File: src/rtl/ahblite_uart_slave_pkg.sv
// Shared definitions for the AHB-Lite UART slave: register offsets,
// status bit positions, serial FSM state encodings, data-phase record.
package ahblite_uart_slave_pkg;

  // Word offsets decoded from HADDR[3:2]
  localparam logic [1:0] RX_DATA  = 2'd0;
  localparam logic [1:0] TX_STATE = 2'd1;
  localparam logic [1:0] TX_DATA  = 2'd2;

  // Bit positions inside the TX STATE word
  localparam int ST_TX_BUSY   = 0;
  localparam int ST_RX_VALID  = 1;
  localparam int ST_OVERRUN   = 2;
  localparam int ST_FRAME_ERR = 3;

  typedef enum logic [1:0] {TX_IDLE, TX_START, TX_BITS, TX_STOP} tx_state_e;
  typedef enum logic [1:0] {RX_IDLE, RX_START, RX_BITS, RX_STOP} rx_state_e;

  // Address-phase capture carried into the data phase
  typedef struct packed {
    logic       rd;
    logic       wr;
    logic [1:0] addr;
  } ahb_dphase_t;

endpackage

File: src/rtl/uart_rx_core.sv
// 8N1 receiver: two-flop synchronizer, half-bit start qualification,
// mid-bit sampling, plus the rx_valid / overrun / frame_err flags.
// Flag sets take priority over bus-driven clears in the same cycle.
module uart_rx_core
  import ahblite_uart_slave_pkg::*;
#(
  parameter int BAUD_DIV = 434
) (
  input  logic       clk,
  input  logic       rst_n,
  input  logic       rxd,
  input  logic       clr_valid,
  input  logic       clr_err,
  output logic [7:0] rx_data,
  output logic       rx_valid,
  output logic       overrun,
  output logic       frame_err
);
  localparam int CW = $clog2(BAUD_DIV);
  localparam logic [CW-1:0] LAST = CW'(BAUD_DIV - 1);
  localparam logic [CW-1:0] HALF = CW'(BAUD_DIV / 2 - 1);

  logic [1:0]    sync;
  logic          rxs;
  rx_state_e     state;
  logic [CW-1:0] cnt;
  logic [2:0]    bit_idx;
  logic [7:0]    shreg;

  assign rxs = sync[1];

  // Metastability guard on the asynchronous serial input, idles high
  always_ff @(posedge clk) begin
    if (!rst_n) sync <= 2'b11;
    else        sync <= {sync[0], rxd};
  end

  // Receive FSM and status flags (set beats clear)
  always_ff @(posedge clk) begin
    if (!rst_n) begin
      state     <= RX_IDLE;
      cnt       <= '0;
      bit_idx   <= '0;
      shreg     <= '0;
      rx_data   <= '0;
      rx_valid  <= 1'b0;
      overrun   <= 1'b0;
      frame_err <= 1'b0;
    end else begin
      if (clr_valid) rx_valid <= 1'b0;
      if (clr_err) begin
        overrun   <= 1'b0;
        frame_err <= 1'b0;
      end
      case (state)
        RX_IDLE: begin
          if (!rxs) begin
            cnt   <= '0;
            state <= RX_START;
          end
        end
        RX_START: begin
          if (cnt == HALF) begin
            cnt     <= '0;
            bit_idx <= '0;
            state   <= rxs ? RX_IDLE : RX_BITS;
          end else cnt <= cnt + 1'b1;
        end
        RX_BITS: begin
          if (cnt == LAST) begin
            cnt     <= '0;
            shreg   <= {rxs, shreg[7:1]};
            bit_idx <= bit_idx + 3'd1;
            if (bit_idx == 3'd7) state <= RX_STOP;
          end else cnt <= cnt + 1'b1;
        end
        RX_STOP: begin
          if (cnt == LAST) begin
            cnt   <= '0;
            state <= RX_IDLE;
            if (rxs) begin
              rx_data  <= shreg;
              rx_valid <= 1'b1;
              if (rx_valid) overrun <= 1'b1;
            end else begin
              frame_err <= 1'b1;
            end
          end else cnt <= cnt + 1'b1;
        end
        default: state <= RX_IDLE;
      endcase
    end
  end

endmodule

File: src/rtl/uart_tx_core.sv
// 8N1 transmitter: START, 8 data bits LSB first, STOP, each BAUD_DIV cycles.
// busy stays high for one idle cycle after STOP so a write landing in that
// cycle is still refused.
module uart_tx_core
  import ahblite_uart_slave_pkg::*;
#(
  parameter int BAUD_DIV = 434
) (
  input  logic       clk,
  input  logic       rst_n,
  input  logic       load,
  input  logic [7:0] data,
  output logic       txd,
  output logic       busy
);
  localparam int CW = $clog2(BAUD_DIV);
  localparam logic [CW-1:0] LAST = CW'(BAUD_DIV - 1);

  tx_state_e     state;
  logic [CW-1:0] cnt;
  logic [2:0]    bit_idx;
  logic [7:0]    shreg;

  // Transmit FSM with registered line and busy outputs
  always_ff @(posedge clk) begin
    if (!rst_n) begin
      state   <= TX_IDLE;
      cnt     <= '0;
      bit_idx <= '0;
      shreg   <= '0;
      txd     <= 1'b1;
      busy    <= 1'b0;
    end else begin
      case (state)
        TX_IDLE: begin
          busy <= 1'b0;
          txd  <= 1'b1;
          if (load && !busy) begin
            shreg <= data;
            cnt   <= '0;
            txd   <= 1'b0;
            busy  <= 1'b1;
            state <= TX_START;
          end
        end
        TX_START: begin
          if (cnt == LAST) begin
            cnt     <= '0;
            bit_idx <= '0;
            txd     <= shreg[0];
            shreg   <= {1'b0, shreg[7:1]};
            state   <= TX_BITS;
          end else cnt <= cnt + 1'b1;
        end
        TX_BITS: begin
          if (cnt == LAST) begin
            cnt <= '0;
            if (bit_idx == 3'd7) begin
              txd   <= 1'b1;
              state <= TX_STOP;
            end else begin
              txd     <= shreg[0];
              shreg   <= {1'b0, shreg[7:1]};
              bit_idx <= bit_idx + 3'd1;
            end
          end else cnt <= cnt + 1'b1;
        end
        TX_STOP: begin
          if (cnt == LAST) begin
            cnt   <= '0;
            state <= TX_IDLE;
          end else cnt <= cnt + 1'b1;
        end
        default: state <= TX_IDLE;
      endcase
    end
  end

endmodule

File: src/rtl/ahblite_uart_slave.sv
// AHB-Lite UART slave: zero-wait register front end over TX/RX cores.
module ahblite_uart_slave
  import ahblite_uart_slave_pkg::*;
#(
  parameter int BAUD_DIV = 434
) (
  input  logic        HCLK,
  input  logic        HRESETn,
  input  logic        HSEL,
  input  logic [31:0] HADDR,
  input  logic [1:0]  HTRANS,
  input  logic [2:0]  HSIZE,
  input  logic [3:0]  HPROT,
  input  logic        HWRITE,
  input  logic [31:0] HWDATA,
  input  logic        HREADY,
  output logic        HREADYOUT,
  output logic        HRESP,
  output logic [31:0] HRDATA,
  input  logic        RXD,
  output logic        TXD,
  output logic        IRQ
);
  ahb_dphase_t dp;
  logic        accept;
  logic        tx_busy, tx_load;
  logic [7:0]  rx_data;
  logic        rx_valid, overrun, frame_err;
  logic        unused_bits;

  assign unused_bits = ^{HADDR[31:4], HADDR[1:0], HTRANS[0], HSIZE, HPROT, HWDATA[31:8]};

  assign HREADYOUT = 1'b1;
  assign HRESP     = 1'b0;
  assign IRQ       = rx_valid;
  assign accept    = HSEL & HTRANS[1] & HREADY;
  assign tx_load   = dp.wr && (dp.addr == TX_DATA) && !tx_busy;

  // Capture the address phase; any non-accepted cycle clears the data phase
  always_ff @(posedge HCLK) begin
    if (!HRESETn) dp <= '0;
    else begin
      dp.rd   <= accept & ~HWRITE;
      dp.wr   <= accept &  HWRITE;
      dp.addr <= accept ? HADDR[3:2] : 2'd0;
    end
  end

  // Read mux, driven only during a read data phase
  always_comb begin
    HRDATA = '0;
    if (dp.rd) begin
      case (dp.addr)
        RX_DATA:  HRDATA[7:0] = rx_data;
        TX_STATE: begin
          HRDATA[ST_TX_BUSY]   = tx_busy;
          HRDATA[ST_RX_VALID]  = rx_valid;
          HRDATA[ST_OVERRUN]   = overrun;
          HRDATA[ST_FRAME_ERR] = frame_err;
        end
        default: ;
      endcase
    end
  end

  uart_tx_core #(.BAUD_DIV(BAUD_DIV)) u_tx (
    .clk   (HCLK),
    .rst_n (HRESETn),
    .load  (tx_load),
    .data  (HWDATA[7:0]),
    .txd   (TXD),
    .busy  (tx_busy)
  );

  uart_rx_core #(.BAUD_DIV(BAUD_DIV)) u_rx (
    .clk       (HCLK),
    .rst_n     (HRESETn),
    .rxd       (RXD),
    .clr_valid (dp.rd && (dp.addr == RX_DATA)),
    .clr_err   (dp.rd && (dp.addr == TX_STATE)),
    .rx_data   (rx_data),
    .rx_valid  (rx_valid),
    .overrun   (overrun),
    .frame_err (frame_err)
  );

endmodule

File: config.mk
export PLATFORM = sky130hd
export DESIGN_NAME = ahblite_uart_slave
export DESIGN_NICKNAME = d
export VERILOG_FILES = /design/src/rtl/ahblite_uart_slave_pkg.sv /design/src/rtl/uart_rx_core.sv /design/src/rtl/uart_tx_core.sv /design/src/rtl/ahblite_uart_slave.sv
export SDC_FILE = /design/constraint.sdc
export NUM_CORES = 1
export LEC_CHECK = 0
export BUFFER_PORTS_ARGS = -buffer_cell sky130_fd_sc_hd__buf_2
export CAP_MARGIN = 5
export CORE_MARGIN = 5
export CORE_UTILIZATION = 50
export CTS_CLUSTER_DIAMETER = 150
export CTS_CLUSTER_SIZE = 14
export DETAILED_ROUTE_END_ITERATION = 8
export GPL_TIMING_DRIVEN = 0
export PLACE_DENSITY = 0.8
export SYNTH_ARGS = -nofsm -noshare
export SYNTH_HDL_FRONTEND = slang
export SYNTH_SLANG_ARGS = --single-unit
File: constraint.sdc
create_clock -name HCLK -period 2.13 [get_ports HCLK]
set_input_delay 0.213 -clock HCLK [delete_from_list [all_inputs] [get_ports HCLK]]
set_output_delay 0.213 -clock HCLK [all_outputs]
set_load 0.1 [all_outputs]
# [Word level (Yosys, flattened, before mapping)]
# Cells that the tools add are included.
[classes] mux=54 n_bitwise=5 n_addsub=4 reduce_logical=23 n_eq_ne=24
[op_table] cell="two-way mux 9 bit" count=5
[op_table] cell="two-way mux 8 bit" count=5
[op_table] cell="case mux 9 bit (3 select lines)" count=1
[op_table] cell="case mux 8 bit (3 select lines)" count=1
[op_table] cell="two-way mux 2 bit" count=11
[op_table] cell="adder 9 x 1 -> 9 bit, second input constant" count=2
[op_table] cell="== test 9 bit, second input constant" count=2
[op_table] cell="two-way mux 1 bit" count=18
[op_table] cell="inequality test 2 x 1 -> 1 bit, second input constant" count=9
[op_table] cell="case mux 9 bit (2 select lines)" count=1
[op_table] cell="case mux 2 bit (4 select lines)" count=2
[op_table] cell="two-way mux 3 bit" count=5
[op_table] cell="AND reduction 5 bit" count=3
[op_table] cell="case mux 3 bit (2 select lines)" count=2
[op_table] cell="== test 2 bit, second input constant" count=5
[op_table] cell="== test 9 x 8 -> 1 bit, second input constant" count=1
[op_table] cell="AND reduction 3 bit" count=3
[op_table] cell="case mux 4 bit (2 select lines)" count=1
[op_table] cell="adder 3 x 1 -> 3 bit, second input constant" count=2
[op_table] cell="== test 2 x 1 -> 1 bit, second input constant" count=3
[op_table] cell="== test 3 bit, second input constant" count=2
[op_table] cell="logical NOT 2 bit" count=3
[op_table] cell="logical AND 1 bit" count=5
[op_table] cell="AND 1 bit" count=4
[op_table] cell="11 further kinds" count=14
[word_totals] wordCells=128 output_inout_bits=36 register_bits=63

# [Logic depth before layout (Yosys ltp)]
[logic_depth] ltp_word=7 mapped_depth=7 ltp_nobuf=6

# [Hierarchy]
# A second synthesis with hierarchy kept.
[unflattened] hier_cells=379 area_unflattened_um2=3473.3
[by_module_without_submodules] mod="uart_rx_core" seq_area_each_um2=700.7 n_inst=1 cells_per_inst=171 area_each_um2=1579.0
[by_module_without_submodules] mod="uart_tx_core" seq_area_each_um2=480.5 n_inst=1 cells_per_inst=153 area_each_um2=1441.4
[by_module_without_submodules] mod="ahblite_uart_slave" seq_area_each_um2=80.1 n_inst=1 cells_per_inst=55 area_each_um2=452.9

# [Worst setup path after synthesis]
# OpenSTA, ideal clock, no wires.
[synth_timing] kind="register -> output" startpoint="register u_rx.rx_valid" endpoint="output HRDATA[1]" t_arrival_ns=1.843 n_path_buf=0 slack_ns=0.074 stages_incl_launch_ff=2 path_cell_list="dfxtp_1 a22o_1"
[synth_between] elab_chain_len=2
[synth_rtl] item="start: declaration" line="uart_rx_core.sv:15" rtl="output logic rx_valid,"
[synth_rtl] item="start signal: assignment" line="uart_rx_core.sv:46" rtl="rx_valid <= 1'b0;"
[synth_rtl] item="start signal: assignment" line="uart_rx_core.sv:50" rtl="if (clr_valid) rx_valid <= 1'b0;"
[synth_rtl] item="start signal: assignment" line="uart_rx_core.sv:83" rtl="rx_valid <= 1'b1;"
[synth_rtl] item="case mux 4 bit (2 select lines)" line="ahblite_uart_slave.sv:53" rtl="case (dp.addr)"
[synth_rtl] item="two-way mux 8 bit" line="ahblite_uart_slave.sv:52" rtl="if (dp.rd) begin"
[synth_rtl] item="end: declaration" line="ahblite_uart_slave.sv:19" rtl="output logic [31:0] HRDATA,"
# Every way passes these cells.

# [Worst setup path in the final report]
[layout_timing] startpoint="register dp[1] in the netlist's numbering" endpoint="output HRDATA[0]"
[layout_between] elab_chain_len=3
[layout_rtl] item="start: declaration" line="ahblite_uart_slave.sv:24" rtl="ahb_dphase_t dp;"
[layout_rtl] item="== test 2 x 1 -> 1 bit or logical NOT 2 bit (tied branches)" line="ahblite_uart_slave.sv:53"
[layout_rtl] item="case mux 4 bit (2 select lines) *" line="ahblite_uart_slave.sv:53"
[layout_rtl] item="two-way mux 8 bit *" line="ahblite_uart_slave.sv:52"
# Every way passes the cells marked *; elsewhere a longest branch is shown, timed or not.

==> impl_summary.txt <==
----------------------------------------------------
[Routing]
  Antenna Violating Nets Remaining ... 0
  DR vias ... ~2700
  DRT iter0 DRCs ... approximately 150
  Routed Wire Length ... approximately 6500 um
  1st-pass router iterations ... 5
  Routed length per placed instance ... 12.9 um
  DRC errors left ... 0
  Via density per instance ... around 5.4

[Timing]
  Skew final ... between 0.004 and 0.005 ns
  Highest attainable clock frequency ... ~0.49 GHz
  Final Max Tran Viols ... 0
  Final Hold Violating Endpoints ... 0
  Number of endpoints failing setup at the final stage ... 0
  Setup TNS after final layout ... 0 ns
  Final critical path time including I/O delays and setup ... ~2 ns
  Share of the clock period used by the worst path ... a little over nine tenths
  Unrepaired setup endpoints after global routing ... false
  Slew headroom ... 47.0%
  Worst Tran Pin Value ... about 0.79 ns

[Logic synthesis]
  EDFF count, synth ... 0
  Register bit count reported by yosys ... 63
  Synth unique cells ... between 50 and 60
  Synthesized area ... roughly 3300 um^2
  Proportion of netlist area held by the largest area contributor ... a little under two fifths
  Gate Count Post-Synth ... roughly 360
  Count of synthesis-stage warnings from yosys ... 0
  Biggest area contributors in the synthesized netlist ... sky130_fd_sc_hd__dfxtp_1 38%, sky130_fd_sc_hd__mux2i_1 7.6%, sky130_fd_sc_hd__buf_4 5.9%
  Sequential area share after synthesis ... between 30% and 40%
  Cell taking the most area after synthesis ... sky130_fd_sc_hd__dfxtp_1
  Main synth FF type ... sky130_fd_sc_hd__dfxtp_1
  Ys async rst share ... 0%
  Mapped Avg Cell Area ... between 9 and 10 um^2

[Clock tree]
  TritonCTS clock tree ... done
  Clock latency of the later-clocked register in the worst-skew pair ... around 0.35 ns
  Maximum buffer depth of the clock tree ... 2
  Number of instances resized during post-cts repair ... 1
  Register clock-pin slew on the reported worst setup and hold paths ... 0.07 ns
  Clk root buf ... sky130_fd_sc_hd__clkbuf_8
  Clock Sinks ... between 60 and 70
  Post-CTS Setup Repair Bufs ... 0
  Inserted Clock Buffers ... 9
  Hold buffers post-CTS ... 0
  H-tree levels ... 3

[Hold path]
  Hold Path Class ... in -> reg

[Worst setup path]
  Crit. End Element ... output pin
  Worst-path fanout max ... 9
  Data arrival time of the worst path ... roughly 1.8 ns
  Setup CP Type ... reg -> out
  Critical Path Source Type ... register
  Worst Path Required ... ~1.9 ns

[Power and ir drop]
  Worst IR Drop VDD ... between 0.7 and 0.8 mV
  Leak Pwr ... 1.68 nW
  Combinational power share ... around a fifth
  Switching component of the power ... approximately 0.00095 W
  Internal Pwr Total ... slightly below 0.002 W
  Clock power share ... 35.9%
  Sequential cell fraction of total power ... around 43%
  P per Cell Area ... about 760 nW/um^2
  Switching part of the total ... 32.7%

[Global routing]
  Antenna violations before repair ... 0
  Residual overflow from global routing ... 0
  Largest net degree at the start of global routing ... 12
  Vias in the first global route ... between 2000 and 3000
  Wire length of the first global-routing pass ... 11500 um
  GRT Util Overall ... between 15 and 20%

[Place]
  Final estimated routing congestion in global placement ... 0.882
  Final HPWL DP ... about 4700 um
  PortBufs ... 26
  Number of cells after detailed placement ... roughly 500

[Job]
  Max-cap violation count ... 0

[Final layout]
  Most common library cell in the layout ignoring fill and taps ... sky130_fd_sc_hd__dfxtp_1
  Antenna cell count ... 0
  Area grow syn2layout ... 15.7%
  Fill count ... 555
  Layout Nets ... slightly above 500
  Most used cells in the layout excluding fill and tap cells ... 63 x sky130_fd_sc_hd__dfxtp_1, 39 x sky130_fd_sc_hd__nand2_1, 30 x sky130_fd_sc_hd__buf_2
  Fraction of layout instances using a drive strength above 1 ... 21.3%
  Post-Layout Cell Count ... 505

[Floorplanning]
  Starting utilization of the core area ... roughly half
  CORE AREA ... roughly 6400 um^2
  Die Wd ... 91.3 um
  DIE AREA ... roughly 8300 um^2
  I/O pin count ... about 120
  Number of rows in the core area ... 29
  Height of the die ... 91.3 um

[Outcome]
  Status ... completed

----------------------------------------------------
## layout make-up
type / count / area, um^2 / area share (%)
multi-input cells: 273 / 1840 / 48.2
plain buffers: 39 / 249 / 6.52
flip-flops and latches: 63 / 1260 / 33.0
inverters: 12 / 45.0 / 1.18
well taps: 77 / 96.3 / 2.52
repair buffers: 26 / 130 / 3.41
clock buffers: 10 / 138 / 3.60
clock inverters: 5 / 58.8 / 1.54
## synthesized netlist by cell type, types with 4 or more instances
| cell type | instances |
|---|---|
| sky130_fd_sc_hd__buf_4 | 26 |
| sky130_fd_sc_hd__ha_1 | 15 |
| sky130_fd_sc_hd__a22o_1 | 6 |
| sky130_fd_sc_hd__clkbuf_1 | 9 |
| sky130_fd_sc_hd__o21ai_0 | 7 |
| sky130_fd_sc_hd__nor2_1 | 28 |
| sky130_fd_sc_hd__dfxtp_1 | 63 |
| sky130_fd_sc_hd__a311oi_1 | 5 |
| sky130_fd_sc_hd__and2_1 | 12 |
| sky130_fd_sc_hd__and3_1 | 4 |
| sky130_fd_sc_hd__buf_2 | 4 |
| sky130_fd_sc_hd__mux2i_1 | 25 |
| sky130_fd_sc_hd__nand3_1 | 10 |
| sky130_fd_sc_hd__nor3_1 | 5 |
| sky130_fd_sc_hd__a21oi_1 | 15 |
| sky130_fd_sc_hd__a21boi_0 | 4 |
| sky130_fd_sc_hd__nand2_1 | 39 |
| sky130_fd_sc_hd__inv_1 | 11 |
| sky130_fd_sc_hd__mux2_2 | 7 |
| sky130_fd_sc_hd__nand2b_1 | 5 |
| sky130_fd_sc_hd__o22ai_1 | 4 |
| sky130_fd_sc_hd__nand3b_1 | 4 |
## stage by stage
stage | hold slack (ns) | utilization [%] | instance area (um^2) | power [W] | setup slack [ns]
2_1_floorplan | 0.285 | - | 3390 | 0.00181 | 0.0736
3_3_place_gp | 0.384 | 56.7 | 3620 | 0.00188 | 0.148
3_5_place_dp | 0.384 | 56.7 | 3620 | 0.00189 | 0.154
4_1_cts | 0.0175 | 59.8 | 3820 | 0.00293 | 0.0981
5_1_grt | 0.0251 | 59.8 | 3820 | 0.00305 | 0.000446
6_report | 0.0215 | 59.8 | 3820 | 0.00292 | 0.0989
## layer usage
metal | GRT usage, % | vias to the layer above | part of all wire (%) | wire (um)
li1 | - | 1374 | - | -
met1 | 20.5 | 1250 | 44 | 2890
met2 | 25.8 | 75 | 47 | 3080
met3 | 3.55 | 15 | 6.0 | 395
met4 | 9.05 | 0 | 2.6 | 170
met5 | 0 | - | 0 | 0
## power by group through the flow
stage	Clock [W]	Combinational [W]	Sequential (W)
after floorplan	0	0.000509	0.00130
after global placement	0	0.000613	0.00127
after detailed placement	0	0.000622	0.00127
after CTS	0.00107	0.000623	0.00124
after global routing	0.00113	0.000671	0.00125
final	0.00105	0.000627	0.00124
## registers in the layout, indices dropped and copies added, names as in the netlist, 2 cells and up, named ones only
name          count
u_tx.shreg        8
u_rx.shreg        8
u_rx.cnt          9
u_tx.state        2
dp                4
u_tx.cnt          9
u_rx.sync         2
u_tx.bit_idx      3
u_rx.rx_data      8
u_rx.bit_idx      3
## kinds of logic (layout without fill, tap and decap cells)
family	count (synthesis)	in the layout	synth area share (%)
multiplexers	32	32	9.97
buffers and inverters	51	92	8.90
adder cells (fa/ha/maj)	15	15	5.68
AND/OR/NAND/NOR	129	129	21.0
AO/OA/AOI/OAI	71	71	16.1
other	2	26	0.227
flip-flops	63	63	38.2
## worst paths after layout
| kind | from | to | slack, ns | cells past startpoint |
|---|---|---|---|---|
| max reg2reg | u_rx.cnt[0] | u_rx.cnt[3] | 0.17 | 6 |
| max | dp[1] | HRDATA[0] | 0.1 | 3 |
| min reg2reg | u_rx.sync[0] | u_rx.sync[1] | 0.42 | 1 |
| min | HWRITE | dp[3] | 0.02 | 2 |
## worst max-delay path, stage by stage, from the launching register on
cell	delay, ns
sky130_fd_sc_hd__dfxtp_1	0.33
sky130_fd_sc_hd__nor3b_2	0.47
sky130_fd_sc_hd__a22o_1	0.24
sky130_fd_sc_hd__buf_2	0.43
Note: power is estimated with default switching activity, not from simulation.
